[src/rtl/data_mem_arbiter_if.sv]
// data_mem_arbiter_if: requester request/response handshakes plus the
// single-port data memory bus served by data_mem_arbiter.
interface data_mem_arbiter_if #(
   parameter int unsigned ADDRESS_WIDTH = 8,
   parameter int unsigned DATA_WIDTH    = 8
);
   logic                     req0_valid_i;
   logic                     req0_ready_o;
   logic                     req0_wr_i;
   logic [ADDRESS_WIDTH-1:0] req0_addr_i;
   logic [DATA_WIDTH-1:0]    req0_wdata_i;
   logic                     rsp0_valid_o;
   logic [DATA_WIDTH-1:0]    rsp0_rdata_o;

   logic                     req1_valid_i;
   logic                     req1_ready_o;
   logic                     req1_wr_i;
   logic [ADDRESS_WIDTH-1:0] req1_addr_i;
   logic [DATA_WIDTH-1:0]    req1_wdata_i;
   logic                     rsp1_valid_o;
   logic [DATA_WIDTH-1:0]    rsp1_rdata_o;

   logic                     mem_wr_en_o;
   logic [ADDRESS_WIDTH-1:0] mem_addr_o;
   logic [DATA_WIDTH-1:0]    mem_wdata_o;
   logic [DATA_WIDTH-1:0]    mem_rdata_i;

   // Arbiter side
   modport slave (
      input  req0_valid_i, req0_wr_i, req0_addr_i, req0_wdata_i,
      output req0_ready_o, rsp0_valid_o, rsp0_rdata_o,
      input  req1_valid_i, req1_wr_i, req1_addr_i, req1_wdata_i,
      output req1_ready_o, rsp1_valid_o, rsp1_rdata_o,
      output mem_wr_en_o, mem_addr_o, mem_wdata_o,
      input  mem_rdata_i
   );

   // Requesters plus memory side
   modport master (
      output req0_valid_i, req0_wr_i, req0_addr_i, req0_wdata_i,
      input  req0_ready_o, rsp0_valid_o, rsp0_rdata_o,
      output req1_valid_i, req1_wr_i, req1_addr_i, req1_wdata_i,
      input  req1_ready_o, rsp1_valid_o, rsp1_rdata_o,
      input  mem_wr_en_o, mem_addr_o, mem_wdata_o,
      output mem_rdata_i
   );
endinterface

[src/rtl/data_mem_arbiter.sv]
// data_mem_arbiter: round-robin two-requester front end for a single-port
// synchronous data memory. Optional owner locking via DATA_MEM_ARB_LOCK_EN.
module data_mem_arbiter #(
   parameter int unsigned ADDRESS_WIDTH   = 8,
   parameter int unsigned DATA_WIDTH      = 8,
   parameter int unsigned MAX_LOCK_CYCLES = 16
) (
   input  logic              clk_i,
   input  logic              rst_ni,
`ifdef DATA_MEM_ARB_LOCK_EN
   input  logic [1:0]        req_lock_i,
`endif
   data_mem_arbiter_if.slave bus
);

   typedef enum logic {
      GRANT_REQ0 = 1'b0,
      GRANT_REQ1 = 1'b1
   } grant_e;

   if (MAX_LOCK_CYCLES < 1) begin : g_bad_lock_cycles
      $error("MAX_LOCK_CYCLES must be at least 1");
   end

   grant_e r_last_grant;
   logic   r_rd_pending;
   grant_e r_rd_owner;

   logic   w_gnt_valid;
   grant_e w_gnt_idx;
   logic   w_gnt_wr;

`ifdef DATA_MEM_ARB_LOCK_EN
   localparam int unsigned LOCK_CW = $clog2(MAX_LOCK_CYCLES + 1);

   logic               r_lock_active;
   grant_e             r_lock_owner;
   logic [LOCK_CW-1:0] r_lock_cnt;
   logic               w_lock_hold;
   logic               w_gnt_lock;

   assign w_lock_hold = r_lock_active &&
                        ((r_lock_owner == GRANT_REQ1) ? (bus.req1_valid_i && req_lock_i[1])
                                                      : (bus.req0_valid_i && req_lock_i[0]));
   assign w_gnt_lock  = (w_gnt_idx == GRANT_REQ1) ? req_lock_i[1] : req_lock_i[0];
`endif

   // Reset gates the grant so every output is 0 while rst_ni is low.
   always_comb begin
      w_gnt_valid = rst_ni && (bus.req0_valid_i || bus.req1_valid_i);
      w_gnt_idx   = GRANT_REQ0;
      if (bus.req0_valid_i && bus.req1_valid_i) begin
         w_gnt_idx = (r_last_grant == GRANT_REQ0) ? GRANT_REQ1 : GRANT_REQ0;
      end else if (bus.req1_valid_i) begin
         w_gnt_idx = GRANT_REQ1;
      end
`ifdef DATA_MEM_ARB_LOCK_EN
      if (w_lock_hold) begin
         w_gnt_idx = r_lock_owner;
      end
`endif
      w_gnt_wr = (w_gnt_idx == GRANT_REQ1) ? bus.req1_wr_i : bus.req0_wr_i;
   end

   assign bus.req0_ready_o = w_gnt_valid && (w_gnt_idx == GRANT_REQ0);
   assign bus.req1_ready_o = w_gnt_valid && (w_gnt_idx == GRANT_REQ1);

   assign bus.mem_wr_en_o  = w_gnt_valid && w_gnt_wr;
   assign bus.mem_addr_o   = !w_gnt_valid ? '0 :
                             (w_gnt_idx == GRANT_REQ1) ? bus.req1_addr_i : bus.req0_addr_i;
   assign bus.mem_wdata_o  = !w_gnt_valid ? '0 :
                             (w_gnt_idx == GRANT_REQ1) ? bus.req1_wdata_i : bus.req0_wdata_i;

   assign bus.rsp0_valid_o = r_rd_pending && (r_rd_owner == GRANT_REQ0);
   assign bus.rsp1_valid_o = r_rd_pending && (r_rd_owner == GRANT_REQ1);
   assign bus.rsp0_rdata_o = bus.rsp0_valid_o ? bus.mem_rdata_i : '0;
   assign bus.rsp1_rdata_o = bus.rsp1_valid_o ? bus.mem_rdata_i : '0;

   always_ff @(posedge clk_i or negedge rst_ni) begin
      if (!rst_ni) begin
         r_last_grant <= GRANT_REQ1;
         r_rd_pending <= 1'b0;
         r_rd_owner   <= GRANT_REQ0;
      end else begin
         if (w_gnt_valid) begin
            r_last_grant <= w_gnt_idx;
         end
         r_rd_pending <= w_gnt_valid && !w_gnt_wr;
         if (w_gnt_valid && !w_gnt_wr) begin
            r_rd_owner <= w_gnt_idx;
         end
      end
   end

`ifdef DATA_MEM_ARB_LOCK_EN
   // Hitting the limit drops ownership with last_grant on the owner, so the
   // round-robin rule hands the next contention to the other requester.
   always_ff @(posedge clk_i or negedge rst_ni) begin
      if (!rst_ni) begin
         r_lock_active <= 1'b0;
         r_lock_owner  <= GRANT_REQ0;
         r_lock_cnt    <= '0;
      end else if (w_gnt_valid && w_lock_hold) begin
         if (r_lock_cnt == LOCK_CW'(MAX_LOCK_CYCLES - 1)) begin
            r_lock_active <= 1'b0;
            r_lock_cnt    <= '0;
         end else begin
            r_lock_cnt <= r_lock_cnt + 1'b1;
         end
      end else if (w_gnt_valid && w_gnt_lock) begin
         r_lock_active <= (MAX_LOCK_CYCLES > 1);
         r_lock_owner  <= w_gnt_idx;
         r_lock_cnt    <= LOCK_CW'((MAX_LOCK_CYCLES > 1) ? 1 : 0);
      end else begin
         r_lock_active <= 1'b0;
         r_lock_cnt    <= '0;
      end
   end
`endif

endmodule

[src/flat_wrapper.sv]
// flat-port wrapper written by rule: the top's interface ports become plain ports
module data_mem_arbiter_flat 
#(
   parameter int unsigned ADDRESS_WIDTH   = 8,
   parameter int unsigned DATA_WIDTH      = 8,
   parameter int unsigned MAX_LOCK_CYCLES = 16
)
  (clk_i, rst_ni, bus_req0_valid_i, bus_req0_wr_i, bus_req0_addr_i, bus_req0_wdata_i, bus_req0_ready_o, bus_rsp0_valid_o, bus_rsp0_rdata_o, bus_req1_valid_i, bus_req1_wr_i, bus_req1_addr_i, bus_req1_wdata_i, bus_req1_ready_o, bus_rsp1_valid_o, bus_rsp1_rdata_o, bus_mem_wr_en_o, bus_mem_addr_o, bus_mem_wdata_o, bus_mem_rdata_i);
  data_mem_arbiter_if #(.ADDRESS_WIDTH(ADDRESS_WIDTH), .DATA_WIDTH(DATA_WIDTH)) bus_i ();
  input  logic clk_i;
  input  logic rst_ni;
  input wire logic [$bits(bus_i.req0_valid_i)-1:0] bus_req0_valid_i;
  input wire logic [$bits(bus_i.req0_wr_i)-1:0] bus_req0_wr_i;
  input wire logic [$bits(bus_i.req0_addr_i)-1:0] bus_req0_addr_i;
  input wire logic [$bits(bus_i.req0_wdata_i)-1:0] bus_req0_wdata_i;
  output wire logic [$bits(bus_i.req0_ready_o)-1:0] bus_req0_ready_o;
  output wire logic [$bits(bus_i.rsp0_valid_o)-1:0] bus_rsp0_valid_o;
  output wire logic [$bits(bus_i.rsp0_rdata_o)-1:0] bus_rsp0_rdata_o;
  input wire logic [$bits(bus_i.req1_valid_i)-1:0] bus_req1_valid_i;
  input wire logic [$bits(bus_i.req1_wr_i)-1:0] bus_req1_wr_i;
  input wire logic [$bits(bus_i.req1_addr_i)-1:0] bus_req1_addr_i;
  input wire logic [$bits(bus_i.req1_wdata_i)-1:0] bus_req1_wdata_i;
  output wire logic [$bits(bus_i.req1_ready_o)-1:0] bus_req1_ready_o;
  output wire logic [$bits(bus_i.rsp1_valid_o)-1:0] bus_rsp1_valid_o;
  output wire logic [$bits(bus_i.rsp1_rdata_o)-1:0] bus_rsp1_rdata_o;
  output wire logic [$bits(bus_i.mem_wr_en_o)-1:0] bus_mem_wr_en_o;
  output wire logic [$bits(bus_i.mem_addr_o)-1:0] bus_mem_addr_o;
  output wire logic [$bits(bus_i.mem_wdata_o)-1:0] bus_mem_wdata_o;
  input wire logic [$bits(bus_i.mem_rdata_i)-1:0] bus_mem_rdata_i;
  assign bus_i.req0_valid_i = bus_req0_valid_i;
  assign bus_i.req0_wr_i = bus_req0_wr_i;
  assign bus_i.req0_addr_i = bus_req0_addr_i;
  assign bus_i.req0_wdata_i = bus_req0_wdata_i;
  assign bus_req0_ready_o = bus_i.req0_ready_o;
  assign bus_rsp0_valid_o = bus_i.rsp0_valid_o;
  assign bus_rsp0_rdata_o = bus_i.rsp0_rdata_o;
  assign bus_i.req1_valid_i = bus_req1_valid_i;
  assign bus_i.req1_wr_i = bus_req1_wr_i;
  assign bus_i.req1_addr_i = bus_req1_addr_i;
  assign bus_i.req1_wdata_i = bus_req1_wdata_i;
  assign bus_req1_ready_o = bus_i.req1_ready_o;
  assign bus_rsp1_valid_o = bus_i.rsp1_valid_o;
  assign bus_rsp1_rdata_o = bus_i.rsp1_rdata_o;
  assign bus_mem_wr_en_o = bus_i.mem_wr_en_o;
  assign bus_mem_addr_o = bus_i.mem_addr_o;
  assign bus_mem_wdata_o = bus_i.mem_wdata_o;
  assign bus_i.mem_rdata_i = bus_mem_rdata_i;
  data_mem_arbiter #(.ADDRESS_WIDTH(ADDRESS_WIDTH), .DATA_WIDTH(DATA_WIDTH), .MAX_LOCK_CYCLES(MAX_LOCK_CYCLES)) u_core (.clk_i(clk_i), .rst_ni(rst_ni), .bus(bus_i));
endmodule
[config.mk]
export PLATFORM = sky130hd
export DESIGN_NAME = data_mem_arbiter_flat
export DESIGN_NICKNAME = d
export VERILOG_FILES = /design/src/rtl/data_mem_arbiter_if.sv /design/src/rtl/data_mem_arbiter.sv /design/src/flat_wrapper.sv
export SDC_FILE = /design/constraint.sdc
export NUM_CORES = 1
export LEC_CHECK = 0
export ABC_AREA = 1
export BUFFER_PORTS_ARGS = -buffer_cell sky130_fd_sc_hd__clkbuf_2
export CAP_MARGIN = 20
export CORE_UTILIZATION = 30
export DETAILED_ROUTE_END_ITERATION = 8
export PLACE_DENSITY = 0.93
export SYNTH_ARGS = -nofsm -noshare
export SYNTH_HDL_FRONTEND = slang
export SYNTH_SLANG_ARGS = --single-unit
[constraint.sdc]
create_clock -name clk_i -period 2.87 [get_ports clk_i]
set_input_delay 0.574 -clock clk_i [delete_from_list [all_inputs] [get_ports clk_i]]
set_output_delay 0.574 -clock clk_i [all_outputs]
set_load 0.05 [all_outputs]
==> results of run 1 <==
cell type report:
class / count / area [µm²] / share of cell area (%)
multi-input cells: 82 / 363 / 37.9
well taps: 16 / 20.0 / 2.09
repair buffers: 82 / 410 / 42.9
flip-flops and latches: 3 / 76.3 / 7.97
inverters: 15 / 61.3 / 6.41
clock buffers: 4 / 26.3 / 2.75
synthesized netlist by cell type:
master	count
buf_12	1
nor2_2	1
nor2_4	2
nand2_2	10
o21ai_0	1
nor2_1	18
a21oi_1	1
nand3_1	2
inv_1	13
dfstp_2	1
inv_2	1
dfrtp_1	2
inv_6	1
nand2_1	46
nand2_4	1
buf_6	1
metal layers:
| layer | vias to the layer above | wire length [µm] | track usage (%) | part of all wire, % |
|---|---|---|---|---|
| met2 | 23 | 958 | 28.5 | 55 |
| met3 | 2 | 58 | 2.45 | 3.3 |
| met1 | 337 | 699 | 19.4 | 40 |
| met5 | - | 0 | 0 | 0 |
| li1 | 463 | - | - | - |
| met4 | 0 | 19 | 10.9 | 1.1 |
final timing paths:
check,start,to,cells after the start
min in group clk_i,u_core.r_last_grant$_DFFE_PN1P_,u_core.r_last_grant$_DFFE_PN1P_,2
max reg2reg,u_core.r_last_grant$_DFFE_PN1P_,u_core.r_rd_owner$_DFFE_PN0P_,6
min reg2reg,u_core.r_last_grant$_DFFE_PN1P_,u_core.r_last_grant$_DFFE_PN1P_,2
min,rst_ni,u_core.r_rd_pending$_DFF_PN0_,1
max,bus_req0_valid_i,bus_mem_wdata_o[5],7
max in group asynchronous,rst_ni,u_core.r_last_grant$_DFFE_PN1P_,1
cell families after synthesis:
| kind of cell | after synthesis |
|---|---|
| buffers and inverters | 17 |
| AOI/OAI and AO/OA | 2 |
| and+or+nand+nor | 80 |
| DFF | 3 |
power by group:
part | internal (mW) | total, mW | switching, mW
combinational | 0.0599 | 0.236 | 0.176
sequential | 0.0492 | 0.0527 | 0.00347
clock | 0.0520 | 0.0731 | 0.0210
total | 0.161 | 0.362 | 0.201
through the flow:
step	std cells	utilization, %	cell area [µm²]
after floorplan	102	-	532
after global placement	198	59.0	931
after detailed placement	198	59.0	931
after CTS	202	60.7	957
after global routing	202	60.7	957
final	202	60.7	957
worst max-delay path, delay by kind of cell:
kind          cells  cell delay (ns)
buf+inv           2             0.35
simple gates      5             0.68
flip-flops by register name, summed over array words and instances (netlist names):
name                 count
u_core.r_last_grant      1
u_core.r_rd_owner        1
u_core.r_rd_pending      1
cell usage in the layout (no fill, tap or decap):
cell type	count
nand2_4	1
nand2_2	10
clkbuf_2	82
dfrtp_1	2
inv_6	1
clkbuf_4	3
nor2_2	1
nand3_1	2
a21oi_1	1
inv_2	1
nor2_4	2
clkbuf_1	1
dfstp_2	1
inv_1	13
nand2_1	46
o21ai_0	1
nor2_1	18
==> run_results.csv, run 1 <==
group,metric,value,unit
power_and_ir_drop,leakagePower,0.702,nW
finish,fill_cells,161,
synth,syn_inst,102,
synth,ys_seq_area_share,14.4,%
clock_tree,cts_max_path_buffers,2,
synth,synth.distinct_cells,16,
die,die_h,44.1,µm
synth,yosys.area_share.simple,66.4,%
job,maxCapViolCount,0,
worst_setup_path,crit_top_cell,"nand2_1",
clock_tree,cts_resized,0,
sta,slew_violations,0,
worst_setup_path,path_max_fanout,17,
clock_tree,cts.clk_slew.worst_paths,0.04,ns
routing,drt-initial-drc-count,18,
outcome,outcome,"finished, final reports clean",
synth,synth_top_cell_area_share,32.5,%
routing,viasPerCell,4.08,
global_routing,grt_use_total,16.8,%
die,core_area,1580,µm²
global_routing,grt-ovfl-total,0,
sta,clock_skew,0.000635,ns
global_routing,grt_first_pass_wirelength,2.44,mm
finish,syn_to_final_growth,80.0,%
synth,ys_ff_latch,3,
synth,synth_top_family_by_area,"simple AND/OR/NAND/NOR gates",
die,row_count,14,
global_routing,grt_max_degree,18,
sta,tns,0,ns
sta,hold_slack,0.142,ns
die,start_util,33.7,%
synth,synth_warnings,0,
placement,post-dp-hpwl,1.52,mm
worst_setup_path,worstPathCellList,"clkbuf_2 > nand2_1 > nand2_2 > nor2_4 > nand2_1 > nand2_1 > clkbuf_2",
routing,ant_nets,0,
die,io_pins,83,
routing,drc_errors,0,
sta,fin_ws,0.673,ns
clock_tree,tritoncts,"yes",
synth,synthAdderAreaFrac,0,%
worst_setup_path,critical_path_required,2.30,ns
routing,route.detailed.wl_per_inst,8.60,µm
synth,synthXorXnorAreaFrac,0,%
synth,synthMuxAreaShare,0,%
sta,rsz0062_at_grt,"no",
worst_setup_path,end_kind,"output port",
routing,dr.pass1.iters,6,
synth,synth_fp_nets,148,
finish,finalNetCount,233,
placement,portBuffers,82,
clock_tree,insertion_delay,0.23,ns
worst_setup_path,slowest_stage,"nor2_4",
power_and_ir_drop,ir_drop,0.140,mV
clock_tree,cts.htree.levels,1,
sta,min_period,2.20,ns
sta,finalHoldViolations,0,
worst_hold_path,hold_path.class,"input port to async pin",
sta,finalCritPeriodShare,76.5,%
worst_setup_path,critPathArrivalTime,1.62,ns
global_routing,antenna_found_initial,0,
sta,fmax,0.455,GHz
synth,netlist_area,532,µm²
power_and_ir_drop,powerDensity,378,nW/µm²
power_and_ir_drop,report.power.total,362,µW
die,die_area,1940,µm²
placement,post-place-ws,0.660,ns
sta,worstMarginPinSlew,0.345,ns
synth,synth_compound_area_share,1.88,%
die,die_x,44.1,µm
clock_tree,cts.sinks,3,
worst_setup_path,cp-start-kind,"input port",
global_routing,grt_pass1_vias,604,
finish,antenna-diode-count,0,
clock_tree,cts_setup_buffers,0,
clock_tree,root_buffer,"clkbuf_4",
synth,yosys-top-cells-area,"nand2_1 32%, nor2_1 13%, nand2_2 12%, dfrtp_1 9.4%, inv_1 9.2%",
sta,setup_viol,0,
synth,synth_top_cell_by_area,"nand2_1",
finish,drive_gt1_share,54.8,%
worst_setup_path,reg2reg_slack,1.74,ns
clock_tree,cts_buffers,3,
routing,wl,1.74,mm
worst_setup_path,path_class,"input port to output port",
synth,syn_avg_cell_area,5.21,µm²
sta,slew_headroom,76.9,%
placement,place_congestion,0.720,
routing,via_count,825,
clock_tree,hold_buffers,0,
worst_setup_path,max_stage_delay,0.30,ns
Power figures use the tool's default switching activity.
==> run 2: changes to the inputs <==
- CORE_ASPECT_RATIO: unset -> 1.4
- CORE_UTILIZATION: 30 -> 25
- PLACE_DENSITY: 0.93 -> 0.83
- clock period: 2.87 -> 2 ns (I/O delays scaled with it)
==> run 2 against run 1 <==
Net effect: sequential power is 44% higher; total power grew 52%; count of clock-buffer cells in the layout unchanged; die area is 19% higher; via count rose by 4.5%; sequential cell count is the same; first-iteration DRC count is 33% lower; cell count up 3.5%; combinational power grew 56%; critical path depth unchanged; critical endpoint is now bus_mem_addr_o[2].
==> run_results.csv, run 2 (synthesis gave the netlist of run 1 again) <==
group,metric,value,unit
finish,drive_gt1_share,59.6,%
global_routing,antenna_found_initial,0,
routing,drc_errors,0,
clock_tree,cts.clk_slew.worst_paths,0.04,ns
routing,wl,1.69,mm
placement,portBuffers,82,
power_and_ir_drop,clockPowerShare,19.6,%
sta,fmax,0.520,GHz
finish,layout_commonest_cell,"clkbuf_2",
worst_setup_path,cp-start-kind,"flop",
placement,post-dp-hpwl,1.39,mm
worst_setup_path,worstPathCellList,"nand2_1 > nand2_4 > nand2_4 > inv_8 > nand2_2 > nand2_1 > clkbuf_4",
power_and_ir_drop,leakagePower,0.724,nW
worst_hold_path,hold_path.class,"input port to async pin",
routing,route.detailed.wl_per_inst,8.09,µm
power_and_ir_drop,sw_frac_of_total,53.9,%
finish,mostFrequentLayoutCells,"66 x clkbuf_2, 46 x nand2_1, 15 x clkbuf_4",
finish,syn_to_final_growth,100,%
power_and_ir_drop,p_int,254,µW
sta,clock_skew,0.00428,ns
sta,slew_violations,0,
sta,slew_headroom,75.6,%
clock_tree,cts_max_path_buffers,2,
worst_setup_path,path_max_fanout,17,
global_routing,grt_first_pass_wirelength,2.30,mm
global_routing,grt_pass1_vias,646,
sta,setup_viol,0,
finish,stdcell_area,1060,µm²
finish,finalNetCount,235,
power_and_ir_drop,ir_drop,0.260,mV
worst_setup_path,path_buf_inv,2,
global_routing,grt-ovfl-total,0,
power_and_ir_drop,netSwitchingPower,297,µW
clock_tree,tritoncts,"yes",
die,io_pins,83,
die,start_util,26.9,%
die,core_area,1970,µm²
power_and_ir_drop,power_frac_comb,66.6,%
finish,fin_util,53.9,%
worst_setup_path,critPathArrivalTime,1.52,ns
power_and_ir_drop,pwr-share-seq,13.8,%
die,die_x,41.0,µm
power_and_ir_drop,powerDensity,518,nW/µm²
clock_tree,root_buffer,"clkbuf_4",
die,die_h,56.6,µm
sta,worstMarginPinSlew,0.366,ns
routing,viasPerCell,4.12,
routing,dr.pass1.iters,4,
sta,min_period,1.92,ns
worst_setup_path,slowest_stage,"dfstp_2",
clock_tree,cts.htree.levels,1,
placement,placed_area,960,µm²
outcome,outcome,"finished, final reports clean",
worst_setup_path,max_stage_delay,0.53,ns
sta,finalHoldViolations,0,
placement,place_congestion,0.673,
clock_tree,insertion_delay,0.24,ns
worst_setup_path,end_kind,"output port",
finish,antenna-diode-count,0,
clock_tree,cts_buffers,3,
die,die_area,2320,µm²
finish,largest_registers,"u_core.r_last_grant x1, u_core.r_rd_owner x1, u_core.r_rd_pending x1",
global_routing,grt_use_total,13.8,%
worst_setup_path,path_delay_family,"flip-flops",
die,row_count,19,
worst_setup_path,critical_path_required,1.60,ns
clock_tree,cts.sinks,3,
routing,via_count,862,
routing,ant_nets,0,
routing,drt-initial-drc-count,12,
worst_setup_path,path_class,"flop to output port",
job,maxCapViolCount,0,
global_routing,grt_max_degree,18,
sta,finalCritPeriodShare,96.2,%
==> run 2: layer usage <==
layer	routed length [µm]	vias to the layer above	part of all wire (%)	track usage [%]
li1	-	466	-	-
met3	195	2	12	3.95
met5	0	-	0	0
met2	911	52	54	23.9
met1	563	342	33	13.8
met4	20	0	1.2	6.19
==> run 2: cell type report <==
| cell class | count | area (µm²) |
|---|---|---|
| Tap cell | 21 | 26.3 |
| Timing Repair Buffer | 84 | 480 |
| Fill cell | 220 | 910 |
| Multi-Input combinational cell | 82 | 390 |
| Inverter | 15 | 63.8 |
| Clock buffer | 4 | 26.3 |
| Sequential cell | 3 | 76.3 |
==> run 2: repair_timing <==
item                                    in CTS  in global routing
pin swaps                                    0                  1
gates resized for setup                      7                 24
setup buffers                                0                  1
hold buffers                                 1                  0
hold endpoints to repair                     2                  0
endpoints found under the setup margin       7                 16
==> run 2: power by group through the flow <==
stage	sequential (mW)	clock (mW)	combinational (mW)
after global placement	0.0765	0	0.343
after global routing	0.0771	0.118	0.394
after CTS	0.0759	0.111	0.352
after detailed placement	0.0766	0	0.345
after floorplan	0.0754	0	0.257
final	0.0761	0.108	0.367
==> run 2: path summary, 6_finish.rpt <==
check / from / to / depth (start not counted) / slack (ns)
min in group clk_i: bus_req1_wr_i / u_core.r_rd_owner$_DFFE_PN0P_ / 4 / 0.44
min: rst_ni / u_core.r_last_grant$_DFFE_PN1P_ / 1 / 0.12
max reg2reg: u_core.r_last_grant$_DFFE_PN1P_ / u_core.r_rd_owner$_DFFE_PN0P_ / 6 / 0.91
min reg2reg: u_core.r_last_grant$_DFFE_PN1P_ / u_core.r_last_grant$_DFFE_PN1P_ / 2 / 0.49
max in group asynchronous: rst_ni / u_core.r_rd_owner$_DFFE_PN0P_ / 2 / 1.35
max: u_core.r_last_grant$_DFFE_PN1P_ / bus_mem_addr_o[2] / 7 / 0.08
==> run 2: metrics by stage <==
step	total power, mW	worst slack [ns]	cells	hold slack (ns)	setup TNS, ns
after global placement	0.420	0.161	203	0.208	0
final	0.551	0.0758	209	0.122	0
after global routing	0.589	-0.0378	209	0.123	-0.0890
after detailed placement	0.421	0.140	203	0.211	0
after CTS	0.540	0.00114	208	0.125	0
after floorplan	0.332	-0.0404	102	0.104	-0.323
==> run 3: changes to the inputs <==
- BUFFER_PORTS_ARGS: -buffer_cell sky130_fd_sc_hd__clkbuf_2 -> unset
- CORE_AREA: unset -> 2 2 39 41
- CORE_ASPECT_RATIO: 1.4 -> unset
- CORE_UTILIZATION: 25 -> unset
- DIE_AREA: unset -> 0 0 41 43
- DONT_BUFFER_PORTS: unset -> 1
- GPL_TIMING_DRIVEN: unset -> 0
- PLACE_DENSITY: 0.83 -> 0.65
==> run 3 against run 2 <==
Net effect: the run now ends with negative setup slack left; clock skew barely moved; sequential share of layout area rose by 2.3 points; largest power group unchanged; combinational power fell by 11%; largest cell class is now multi-input gates; sequential cell count did not move; clock power barely moved.
==> run_results.csv, run 3 (synthesis gave the netlist of run 1 again) <==
group,metric,value,unit
sta,finalHoldViolations,0,
clock_tree,cts_max_path_buffers,2,
power_and_ir_drop,powerDensity,640,nW/µm²
worst_setup_path,end_kind,"output port",
clock_tree,cts_buffers,3,
worst_setup_path,critPathArrivalTime,1.63,ns
routing,drt-initial-drc-count,5,
outcome,violations,"negative setup slack",
finish,fill_cells,133,
finish,antenna-diode-count,0,
routing,dr.pass1.iters,4,
die,die_h,43,µm
finish,fin_util,58.1,%
worst_setup_path,crit_top_cell,"nor2_4",
routing,viasPerCell,5.13,
placement,place_congestion,0.646,
worst_setup_path,slowest_stage,"dfrtp_1",
sta,min_period,2.03,ns
sta,fin_ws,-0.0301,ns
placement,post-dp-hpwl,1.08,mm
clock_tree,tritoncts,"yes",
finish,layout_commonest_cell,"nand2_1",
clock_tree,cts.clk_slew.worst_paths,0.04,ns
worst_setup_path,path_max_fanout,8,
power_and_ir_drop,report.power.total,515,µW
clock_tree,root_buffer,"clkbuf_4",
routing,wl,1.55,mm
finish,largest_registers,"u_core.r_last_grant x1, u_core.r_rd_owner x1, u_core.r_rd_pending x1",
finish,mostFrequentLayoutCells,"35 x nand2_1, 12 x inv_1, 11 x nor2_4, 11 x nand2_2, 11 x nand2_4",
finish,stdcell_area,805,µm²
die,io_pins,83,
global_routing,grt_pass1_vias,488,
die,die_area,1760,µm²
power_and_ir_drop,ir_drop,0.302,mV
global_routing,grt-ovfl-total,0,
placement,placed_area,574,µm²
finish,finalNetCount,158,
outcome,outcome,"finished, violations left",
global_routing,grt_use_total,16.6,%
clock_tree,cts.htree.levels,1,
worst_hold_path,hold_path.class,"input port to flop",
clock_tree,insertion_delay,0.24,ns
die,start_util,38.4,%
sta,worstMarginPinSlew,0.887,ns
global_routing,grt_max_degree,11,
sta,fmax,0.493,GHz
job,maxCapViolCount,0,
routing,drc_errors,0,
worst_setup_path,critical_path_required,1.60,ns
placement,portBuffers,0,
sta,rsz0062_at_grt,"yes",
worst_setup_path,worstPathCellList,"nor2_4 > clkinvlp_4 > buf_6 > nor2_4",
worst_setup_path,max_stage_delay,0.41,ns
sta,setup_viol,8,
clock_tree,cts.sinks,3,
routing,via_count,651,
worst_setup_path,path_class,"flop to output port",
sta,slew_headroom,40.7,%
sta,clock_skew,0.00414,ns
sta,finalCritPeriodShare,102,%
finish,syn_to_final_growth,51.3,%
die,core_area,1380,µm²
die,die_x,41,µm
global_routing,antenna_found_initial,0,
finish,drive_gt1_share,44.1,%
sta,slew_violations,0,
worst_setup_path,cp-start-kind,"flop",
routing,ant_nets,0,
worst_setup_path,reg2reg_slack,0.90,ns
routing,route.detailed.wl_per_inst,12.2,µm
global_routing,grt_first_pass_wirelength,1.97,mm
die,row_count,14,
power_and_ir_drop,leakagePower,0.406,nW
-- run 3: cell types whose count changed in the layout (fill, tap and decap cells not counted), moves of 2 or more --
cell and change:
clkbuf_2 -66, buf_6 +2, nor2_2 -8, nor2_4 +9, nand2_2 +2, nand2_4 +9, nand2_1 -11, buf_4 -2
clkbuf_4 -12
-- run 3: cell type report --
| type | instances | area, µm² | area share [%] |
|---|---|---|---|
| buffer | 2 | 31.3 | 3.89 |
| inverter | 15 | 67.6 | 8.40 |
| multi-input combinational | 82 | 522 | 64.9 |
| timing repair buffer | 5 | 61.3 | 7.62 |
| sequential | 3 | 76.3 | 9.49 |
| tap | 16 | 20.0 | 2.49 |
| clock buffer | 4 | 26.3 | 3.27 |
-- run 3: final timing paths --
kind,start,to,depth (start not counted)
worst max-delay path,u_core.r_rd_owner$_DFFE_PN0P_,bus_rsp0_rdata_o[4],4
worst min-delay path,bus_req1_wr_i,u_core.r_rd_owner$_DFFE_PN0P_,3
worst max register to register,u_core.r_last_grant$_DFFE_PN1P_,u_core.r_rd_owner$_DFFE_PN0P_,6
worst min register to register,u_core.r_last_grant$_DFFE_PN1P_,u_core.r_last_grant$_DFFE_PN1P_,2
max in group asynchronous,rst_ni,u_core.r_last_grant$_DFFE_PN1P_,1
min in group asynchronous,rst_ni,u_core.r_rd_owner$_DFFE_PN0P_,1
-- run 3: report_power, final --
group | total (mW) | internal, mW | switching, mW | leakage, nW
Combinational | 0.328 | 0.0679 | 0.260 | 0.355
Sequential | 0.0777 | 0.0707 | 0.00700 | 0.0363
Clock | 0.109 | 0.0750 | 0.0342 | 0.0150
Total | 0.515 | 0.214 | 0.302 | 0.406
-- run 3: through the flow --
step | hold WS [ns] | worst slack, ns | TNS, ns | std cells
floorplan | 0.104 | -0.0404 | -0.323 | 102
global placement | 0.105 | -0.102 | -0.809 | 118
detailed placement | 0.105 | -0.121 | -0.967 | 118
CTS | 0.308 | -0.0236 | -0.0236 | 125
global route | 0.335 | -0.0808 | -1.07 | 127
finish | 0.313 | -0.0301 | -0.154 | 127
-- run 3: worst max-delay path: cells and delay by family (launching register included) --
kind	cells	cell delay [ns]
DFF	1	0.41
and+or+nand+nor	2	0.64
buffers and inverters	2	0.34
-- run 3: timing repair --
item                                    in CTS  in global routing
resized for setup                           31                  5
pin swaps                                    2                  4
endpoints found under the hold margin        3                  0
endpoints found under the setup margin      18                 32
hold buffers                                 1                  0
gates cloned                                 0                  1
setup buffers                                2                  1
-- run 3: per-layer routing --
metal / global-route usage, % / vias to the layer above / part of all wire, %
li1: - / 315 / -
met1: 17.1 / 286 / 33
met2: 28.4 / 50 / 57
met3: 4.71 / 0 / 9.8
met4: 8.00 / 0 / 0
met5: 0 / - / 0
